File: src/rtl/lv_ctrl_pkg.sv
// rtl/lv_ctrl_pkg.sv - shared state encoding and widths for the LV control FSM
package lv_ctrl_pkg;

    localparam int CTRL_FSM_ST_W = 3;
    localparam int RETRY_CNT_W   = 4;

    typedef enum logic [CTRL_FSM_ST_W-1:0] {
        PWR_DWN_ST  = 3'd0,
        WAIT_ST     = 3'd1,
        NML_ST      = 3'd2,
        FAILSAFE_ST = 3'd3,
        FAULT_ST    = 3'd4,
        CFG_ST      = 3'd5,
        LOCK_ST     = 3'd6
    } ctrl_st_e;

    // States that always hold the interrupt line active, independent of error history
    function automatic logic st_forces_int(input ctrl_st_e st);
        return (st == PWR_DWN_ST) || (st == WAIT_ST) || (st == FAULT_ST) || (st == LOCK_ST);
    endfunction

endpackage

File: src/rtl/lv_err_dbnc.sv
// rtl/lv_err_dbnc.sv - single-bit symmetric debounce filter
module lv_err_dbnc #(
    parameter int DBNC_CYC = 4
) (
    input  logic i_clk,
    input  logic i_rst_n,
    input  logic i_raw,
    output logic o_filt
);

    localparam int               CNT_W    = $clog2(DBNC_CYC + 1);
    localparam logic [CNT_W-1:0] CNT_LAST = CNT_W'(DBNC_CYC - 1);

    logic [CNT_W-1:0] r_cnt;
    logic             r_filt;

    // Count consecutive samples that disagree with the filtered level; flip on the last one
    always_ff @(posedge i_clk or negedge i_rst_n) begin
        if (!i_rst_n) begin
            r_cnt  <= '0;
            r_filt <= 1'b0;
        end else if (i_raw == r_filt) begin
            r_cnt  <= '0;
        end else if (r_cnt == CNT_LAST) begin
            r_cnt  <= '0;
            r_filt <= i_raw;
        end else begin
            r_cnt  <= r_cnt + 1'b1;
        end
    end

    assign o_filt = r_filt;

endmodule

File: src/rtl/lv_ctrl_fsm_gen.sv
// rtl/lv_ctrl_fsm_gen.sv - LV control FSM top; define LV_CTRL_FIRST_ERR_EN for first-error capture
module lv_ctrl_fsm_gen
    import lv_ctrl_pkg::*;
#(
    parameter int          ERR_NUM       = 16,
    parameter logic [31:0] ERR_HARD_MSK  = 32'h0000_00FF,
    parameter int          DBNC_CYC      = 4,
    parameter int          RECOV_CYC     = 32,
    parameter int          RETRY_MAX     = 3,
    parameter int          EFUSE_TMO_CYC = 1024
) (
    input  logic                     i_clk,
    input  logic                     i_rst_n,
    input  logic                     i_pwr_on,
    input  logic [ERR_NUM-1:0]       i_err,
    input  logic [ERR_NUM-1:0]       i_err_mask,
    input  logic [ERR_NUM-1:0]       i_err_clr,
    input  logic                     i_fsenb_n,
    input  logic                     i_nml_en,
    input  logic                     i_cfg_en,
    input  logic                     i_efuse_vld,
    output logic                     o_efuse_load_req,
    input  logic                     i_efuse_load_done,
    output logic                     o_pwm_en,
    output logic                     o_fsc_en,
    output logic                     o_intb_n,
    output logic [ERR_NUM-1:0]       o_err_qual,
    output logic [ERR_NUM-1:0]       o_err_sticky,
    output logic [RETRY_CNT_W-1:0]   o_retry_cnt,
    output logic                     o_efuse_tmo,
    output logic [CTRL_FSM_ST_W-1:0] o_cur_st
`ifdef LV_CTRL_FIRST_ERR_EN
    ,
    output logic [((ERR_NUM > 1) ? $clog2(ERR_NUM) : 1)-1:0] o_first_err_idx,
    output logic                                             o_first_err_vld
`endif
);

    localparam int                     RC_W       = $clog2(RECOV_CYC + 1);
    localparam logic [RC_W-1:0]        RECOV_LAST = RC_W'(RECOV_CYC - 1);
    localparam int                     TC_W       = $clog2(EFUSE_TMO_CYC + 1);
    localparam logic [TC_W-1:0]        TMO_LAST   = TC_W'(EFUSE_TMO_CYC - 1);
    localparam logic [RETRY_CNT_W-1:0] RETRY_LIM  = RETRY_CNT_W'(RETRY_MAX);
    localparam logic [ERR_NUM-1:0]     HARD_MSK   = ERR_HARD_MSK[ERR_NUM-1:0];

    ctrl_st_e               r_state;
    ctrl_st_e               w_nxt;
    logic [ERR_NUM-1:0]     w_filt;
    logic [ERR_NUM-1:0]     w_qual;
    logic [ERR_NUM-1:0]     w_hard;
    logic [ERR_NUM-1:0]     w_soft;
    logic [ERR_NUM-1:0]     r_sticky;
    logic [RC_W-1:0]        r_recov_cnt;
    logic                   w_recov_done;
    logic [RETRY_CNT_W-1:0] r_retry;
    logic                   r_req;
    logic                   r_tmo;
    logic [TC_W-1:0]        r_tmo_cnt;
    logic                   w_tmo_hit;
    logic                   r_pwm;
    logic                   r_fsc;
    logic                   r_intb;

    for (genvar g = 0; g < ERR_NUM; g++) begin : g_dbnc
        lv_err_dbnc #(
            .DBNC_CYC (DBNC_CYC)
        ) u_dbnc (
            .i_clk   (i_clk),
            .i_rst_n (i_rst_n),
            .i_raw   (i_err[g]),
            .o_filt  (w_filt[g])
        );
    end

    assign w_qual       = w_filt & ~i_err_mask;
    assign w_hard       = w_qual & HARD_MSK;
    assign w_soft       = w_qual & ~HARD_MSK;
    assign w_recov_done = (r_recov_cnt == RECOV_LAST);
    assign w_tmo_hit    = r_req && (r_tmo_cnt == TMO_LAST);

    // Next-state decision; supply loss overrides everything
    always_comb begin
        w_nxt = r_state;
        if (!i_pwr_on) begin
            w_nxt = PWR_DWN_ST;
        end else begin
            case (r_state)
                PWR_DWN_ST:  w_nxt = WAIT_ST;
                WAIT_ST: begin
                    if (r_tmo)
                        w_nxt = LOCK_ST;
                    else if (i_efuse_vld && i_nml_en && !(|w_hard))
                        w_nxt = i_fsenb_n ? NML_ST : FAILSAFE_ST;
                end
                NML_ST: begin
                    if (i_cfg_en)        w_nxt = CFG_ST;
                    else if (|w_hard)    w_nxt = FAULT_ST;
                    else if (!i_fsenb_n) w_nxt = FAILSAFE_ST;
                    else if (|w_soft)    w_nxt = FAULT_ST;
                end
                FAILSAFE_ST: begin
                    if (|w_hard)        w_nxt = FAULT_ST;
                    else if (i_fsenb_n) w_nxt = NML_ST;
                end
                FAULT_ST: begin
                    if (i_cfg_en)                        w_nxt = CFG_ST;
                    else if (r_retry == RETRY_LIM)       w_nxt = LOCK_ST;
                    else if (!(|w_hard) && !i_fsenb_n)   w_nxt = FAILSAFE_ST;
                    else if (w_recov_done && i_fsenb_n)  w_nxt = NML_ST;
                end
                CFG_ST: begin
                    if (!i_cfg_en) w_nxt = FAULT_ST;
                end
                LOCK_ST:     w_nxt = LOCK_ST;
                default:     w_nxt = PWR_DWN_ST;
            endcase
        end
    end

    // State register plus enables registered from next state so they move with o_cur_st
    always_ff @(posedge i_clk or negedge i_rst_n) begin
        if (!i_rst_n) begin
            r_state <= PWR_DWN_ST;
            r_pwm   <= 1'b0;
            r_fsc   <= 1'b0;
            r_intb  <= 1'b1;
        end else begin
            r_state <= w_nxt;
            r_pwm   <= (w_nxt == NML_ST);
            r_fsc   <= (w_nxt == FAILSAFE_ST);
            r_intb  <= !(st_forces_int(w_nxt) || ((w_nxt == CFG_ST) && (|r_sticky)));
        end
    end

    // Sticky error capture; a new qualified error beats a simultaneous clear
    always_ff @(posedge i_clk or negedge i_rst_n) begin
        if (!i_rst_n) r_sticky <= '0;
        else          r_sticky <= (r_sticky & ~i_err_clr) | w_qual;
    end

    // Fault-entry count: cleared on power-down and on entering config, saturates at the limit
    always_ff @(posedge i_clk or negedge i_rst_n) begin
        if (!i_rst_n)
            r_retry <= '0;
        else if ((r_state == PWR_DWN_ST) || ((w_nxt == CFG_ST) && (r_state != CFG_ST)))
            r_retry <= '0;
        else if (((r_state == NML_ST) || (r_state == FAILSAFE_ST)) && (w_nxt == FAULT_ST)
                 && (r_retry != RETRY_LIM))
            r_retry <= r_retry + 1'b1;
    end

    // Error-free run length while staying in FAULT
    always_ff @(posedge i_clk or negedge i_rst_n) begin
        if (!i_rst_n)
            r_recov_cnt <= '0;
        else if ((r_state != FAULT_ST) || (w_nxt != FAULT_ST) || (|w_qual))
            r_recov_cnt <= '0;
        else if (!w_recov_done)
            r_recov_cnt <= r_recov_cnt + 1'b1;
    end

    // Efuse load request with timeout; the timeout flag survives until power-down
    always_ff @(posedge i_clk or negedge i_rst_n) begin
        if (!i_rst_n) begin
            r_req     <= 1'b0;
            r_tmo     <= 1'b0;
            r_tmo_cnt <= '0;
        end else begin
            r_tmo_cnt <= r_req ? r_tmo_cnt + 1'b1 : '0;
            if (r_state == PWR_DWN_ST) r_tmo <= 1'b0;
            else if (w_tmo_hit)        r_tmo <= 1'b1;
            if ((w_nxt != WAIT_ST) || w_tmo_hit || i_efuse_load_done)
                r_req <= 1'b0;
            else if ((r_state == WAIT_ST) && !i_efuse_vld)
                r_req <= 1'b1;
        end
    end

`ifdef LV_CTRL_FIRST_ERR_EN
    localparam int IDX_W = (ERR_NUM > 1) ? $clog2(ERR_NUM) : 1;

    logic [ERR_NUM-1:0] r_qual_d;
    logic [ERR_NUM-1:0] w_rise;
    logic [IDX_W-1:0]   w_rise_idx;
    logic [IDX_W-1:0]   r_first_idx;
    logic               r_first_vld;

    assign w_rise = w_qual & ~r_qual_d;

    // Lowest rising index: scan downward so the lowest set bit is written last
    always_comb begin
        w_rise_idx = '0;
        for (int i = ERR_NUM - 1; i >= 0; i--) begin
            if (w_rise[i]) w_rise_idx = IDX_W'(i);
        end
    end

    // Hold the first qualified error until config is left or power goes down
    always_ff @(posedge i_clk or negedge i_rst_n) begin
        if (!i_rst_n) begin
            r_qual_d    <= '0;
            r_first_idx <= '0;
            r_first_vld <= 1'b0;
        end else begin
            r_qual_d <= w_qual;
            if ((r_state == PWR_DWN_ST) || ((r_state == CFG_ST) && (w_nxt != CFG_ST))) begin
                r_first_idx <= '0;
                r_first_vld <= 1'b0;
            end else if (!r_first_vld && (|w_rise)) begin
                r_first_idx <= w_rise_idx;
                r_first_vld <= 1'b1;
            end
        end
    end

    assign o_first_err_idx = r_first_idx;
    assign o_first_err_vld = r_first_vld;
`endif

    assign o_cur_st         = r_state;
    assign o_pwm_en         = r_pwm;
    assign o_fsc_en         = r_fsc;
    assign o_intb_n         = r_intb;
    assign o_err_qual       = w_qual;
    assign o_err_sticky     = r_sticky;
    assign o_retry_cnt      = r_retry;
    assign o_efuse_load_req = r_req;
    assign o_efuse_tmo      = r_tmo;

endmodule

File: config.mk
export PLATFORM = sky130hd
export DESIGN_NAME = lv_ctrl_fsm_gen
export DESIGN_NICKNAME = d
export VERILOG_FILES = /design/src/rtl/lv_ctrl_pkg.sv /design/src/rtl/lv_err_dbnc.sv /design/src/rtl/lv_ctrl_fsm_gen.sv
export SDC_FILE = /design/constraint.sdc
export NUM_CORES = 1
export LEC_CHECK = 0
export BUFFER_PORTS_ARGS = -buffer_cell sky130_fd_sc_hd__buf_2
export CAP_MARGIN = 5
export CELL_PAD_IN_SITES_DETAIL_PLACEMENT = 1
export CELL_PAD_IN_SITES_GLOBAL_PLACEMENT = 1
export CORE_UTILIZATION = 45
export DETAILED_ROUTE_END_ITERATION = 8
export PLACE_DENSITY = 0.83
export SLEW_MARGIN = 10
export SYNTH_ARGS = -nofsm -noshare
export SYNTH_HDL_FRONTEND = slang
export SYNTH_SLANG_ARGS = --single-unit
File: constraint.sdc
create_clock -name i_clk -period 5.6 [get_ports i_clk]
set_clock_uncertainty 0.05 [all_clocks]
set_input_delay 1.68 -clock i_clk [delete_from_list [all_inputs] [get_ports i_clk]]
set_output_delay 1.68 -clock i_clk [all_outputs]
set_load 0.01 [all_outputs]
==> insert_results.sql <==
INSERT INTO impl_metrics (metric_group, metric, value, unit) VALUES
('placement', 'place.detailed.hpwl', '9010', 'um'),
('sta', 'hold_viol', '0', ''),
('sta', 'fin_crit_sh', '0.711', ''),
('routing', 'totalWireLength', '12100', 'um'),
('cts', 'hold_buffers', '0', ''),
('cts', 'tritoncts.num_buffers', '9', ''),
('routing', 'drc', '0', ''),
('logic_synthesis', 'synth-edff-count', '0', ''),
('sta', 'finalSetupViolCount', '0', ''),
('global_routing', 'track_usage', '0.229', ''),
('routing', 'drt_wl_cell', '17.8', 'um'),
('logic_synthesis', 'synth_seq_area_share', '0.550', ''),
('power', 'total_leakage_power', '2.92', 'nW'),
('global_routing', 'grt_first_pass_wirelength', '20100', 'um'),
('setup_path', 'critPathLaunchType', 'primary input', ''),
('cts', 'cts.clk_slew.worst_paths', '100', 'ps'),
('cts', 'cts_num_sinks', '109', ''),
('sta', 'worst_slew_pin_slew', '1040', 'ps'),
('sta', 'fmax', '251', 'MHz'),
('global_routing', 'grt_max_degree', '85', ''),
('final_layout', 'insertedDiodeCount', '0', ''),
('routing', 'drt_pre_antenna_iters', '4', ''),
('logic_synthesis', 'synth.avg_cell_area', '11.4', 'um^2'),
('logic_synthesis', 'yosysUniqueCellTypes', '48', ''),
('sta', 'max-slew-margin-rel', '0.304', ''),
('final_layout', 'postLayoutCoreUtil', '0.553', ''),
('die', 'floorplan.initialDensity', '0.472', ''),
('sta', 'finalMaxSlewViolations', '0', ''),
('sta', 'tns', '0', 'ps'),
('die', 'fp.dieW', '107', 'um'),
('logic_synthesis', 'post_synth_instance_area', '4960', 'um^2'),
('logic_synthesis', 'synth.net_count', '511', ''),
('sta', 'grt_setup_unrepaired', 'false', ''),
('die', 'rows', '37', ''),
('cts', 'clock_tree.root_cell', 'clkbuf_8', ''),
('final_layout', 'flow.area_growth_from_synthesis', '17.1', '%'),
('setup_path', 'arrival_time_reported_for_the_critical_path_endpoint', '2250', 'ps'),
('placement', 'io_buffers', '99', ''),
('cts', 'tritoncts', 'yes', ''),
('logic_synthesis', 'synth-async-reset-ratio', '1.00', ''),
('final_layout', 'fin_nets', '614', ''),
('power', 'peakVddDrop', '0.250', 'mV'),
('cts', 'cts_post_setup_buffers_inserted', '0', ''),
('cts', 'clock_tree.htree_level_count', '3', ''),
('die', 'placeableCoreArea', '10500', 'um^2'),
('global_routing', 'globalRoute.totalOverflow', '0', ''),
('cts', 'clkLatencyLatePin', '370', 'ps'),
('die', 'top_level_ports', '100', ''),
('cts', 'ctsLongestPathBuffers', '2', ''),
('flow_run', 'max-cap-violations', '0', ''),
('logic_synthesis', 'netlist_instances', '436', ''),
('setup_path', 'critPathCaptureType', 'output port', ''),
('die', 'die_area', '11400', 'um^2'),
('placement', 'gp_routability_congestion', '0.857', ''),
('routing', 'detail_route.vias_per_cell', '5.54', ''),
('logic_synthesis', 'synth_seq_cells', '109', ''),
('routing', 'antenna_violating_nets_post_route', '0', ''),
('logic_synthesis', 'yosys_most_used_dff', 'dfrtp_1', ''),
('global_routing', 'first_global_vias', '4049', ''),
('routing', 'drtIter0Drc', '129', ''),
('sta', 'final_min_period', '3980', 'ps'),
('global_routing', 'antenna_found_initial', '0', ''),
('run_status', 'result_of_the_run', 'complete, no violations', ''),
('setup_path', 'critical_path_peak_fanout', '3', ''),
('die', 'chipHeight', '107', 'um'),
('setup_path', 'critical_path_required', '3870', 'ps'),
('worst_hold_path', 'hp-class', 'reg2reg', ''),
('setup_path', 'timing_worst_setup_path_type', 'in2out', ''),
('final_layout', 'drive_gt1_frac', '0.263', ''),
('routing', 'routed-via-count', '3768', ''),
('power', 'pwr_density_cell', '400', 'nW/um^2'),
('cts', 'postcts_resize_cnt', '0', ''),
('logic_synthesis', 'synth-warning-count', '0', '');
## flip-flops by register name, summed over array words and instances, names as in the netlist, 3 cells and up
register              flops
r_recov_cnt               6
o_retry_cnt               4
r_tmo_cnt                11
o_cur_st                  3
g_dbnc.u_dbnc.r_cnt      48
g_dbnc.u_dbnc.o_filt     16
o_err_sticky             16
## path summary, 6_finish.rpt
kind                                            from                         end  slack, ps  depth (start not counted)
setup / recovery                       i_err_mask[3]               o_err_qual[3]       1620                          3
hold reg to reg            g_dbnc[7].u_dbnc.r_cnt[0]   g_dbnc[7].u_dbnc.r_cnt[0]        400                          1
max in group asynchronous                    i_rst_n                r_tmo_cnt[2]       3150                          2
min in group asynchronous                    i_rst_n  g_dbnc[12].u_dbnc.r_cnt[2]       1430                          1
hold / removal             g_dbnc[7].u_dbnc.r_cnt[0]   g_dbnc[7].u_dbnc.r_cnt[0]        400                          1
setup reg to reg             g_dbnc[0].u_dbnc.o_filt              r_recov_cnt[2]       2520                          7
## layout make-up
cell class	instances	area, um^2
tap	136	170
timing repair buffer	101	513
multi-input combinational	289	2090
fill	1161	4700
clock inverter	7	75.1
inverter	29	109
sequential	109	2730
clock buffer	9	124
## cells in the final DEF (no fill, tap or decap), drive strengths merged, types with 2 or more instances in the layout
cell type  instances
a21o               9
a21boi             3
nand3             11
nand2b            11
and3b              2
nor3              26
buf              101
nor2              11
or3                3
nor3b             32
o41ai              4
o21ai             15
xor2               5
a22oi              5
ha                19
nand4b             2
nor4               6
a31oi              2
a31o               2
mux2i              2
clkbuf             9
and3               2
o31ai              4
a21oi              6
nor2b             30
clkinv             5
or3b               2
inv               30
nand4              5
nand2             10
dfrtp            108
xnor2             20
mux2              16
or4                4
and2              11
## through the flow
stage | setup slack [ps] | total power, mW | hold slack [ps] | cell area [um^2] | std cells
2_1_floorplan | 1630 | 1.57 | 366 | 4960 | 436
3_3_place_gp | 1450 | 1.78 | 377 | 5610 | 664
3_5_place_dp | 1330 | 1.85 | 389 | 5610 | 664
4_1_cts | 1640 | 2.35 | 404 | 5810 | 680
5_1_grt | 1560 | 2.47 | 420 | 5810 | 680
6_report | 1620 | 2.32 | 400 | 5810 | 680
## routing by layer
layer,up-vias,track usage,share of wire
met5,-,0,0
met4,0,0.0949,0.018
met3,17,0.0480,0.060
met2,115,0.384,0.50
met1,1893,0.289,0.42
li1,1743,-,-
## cells by family (layout without fill, tap and decap cells)
| kind of cell | Yosys count | in the layout | share of synthesized area |
|---|---|---|---|
| flip-flops | 109 | 109 | 0.550 |
| XOR/XNOR | 25 | 25 | 0.0441 |
| AND/OR/NAND/NOR | 169 | 169 | 0.206 |
| buffers and inverters | 38 | 146 | 0.0290 |
| adder cells (fa/ha/maj) | 19 | 19 | 0.0479 |
| multiplexers | 18 | 18 | 0.0404 |
| AO/OA/AOI/OAI | 58 | 58 | 0.0822 |
## cell usage after synthesis, drive strengths merged, types with 3 or more instances
| master | number | area [um^2] |
|---|---|---|
| a21boi | 3 | 22.5 |
| or3 | 3 | 18.8 |
| nand2b | 11 | 68.8 |
| o21ai | 15 | 75.1 |
| ha | 19 | 238 |
| nor2b | 30 | 188 |
| and2 | 11 | 68.8 |
| a22oi | 5 | 37.5 |
| nor4 | 6 | 37.5 |
| inv | 29 | 109 |
| mux2 | 16 | 180 |
| nor3 | 26 | 130 |
| o31ai | 4 | 35.0 |
| dfrtp | 108 | 2700 |
| buf | 3 | 12.5 |
| a21oi | 6 | 33.8 |
| nor2 | 11 | 41.3 |
| xor2 | 5 | 43.8 |
| nand2 | 10 | 37.5 |
| clkbuf | 6 | 22.5 |
| or4 | 4 | 33.8 |
| nand3 | 11 | 55.1 |
| xnor2 | 20 | 175 |
| o41ai | 4 | 35.0 |
| a21o | 9 | 67.6 |
| nor3b | 32 | 240 |
| nand4 | 5 | 31.3 |
## power breakdown
| part | total [mW] | internal, mW | leakage [nW] | switching [mW] |
|---|---|---|---|---|
| clock | 0.485 | 0.209 | 0.104 | 0.275 |
| combinational | 0.693 | 0.331 | 1.39 | 0.362 |
| sequential | 1.14 | 0.985 | 1.43 | 0.158 |
| total | 2.32 | 1.53 | 2.92 | 0.795 |
## critical path: stages
cell	delay, ps
buf_2	90
nor2b_1	270
buf_2	200
(Power assumes the default switching activity.)
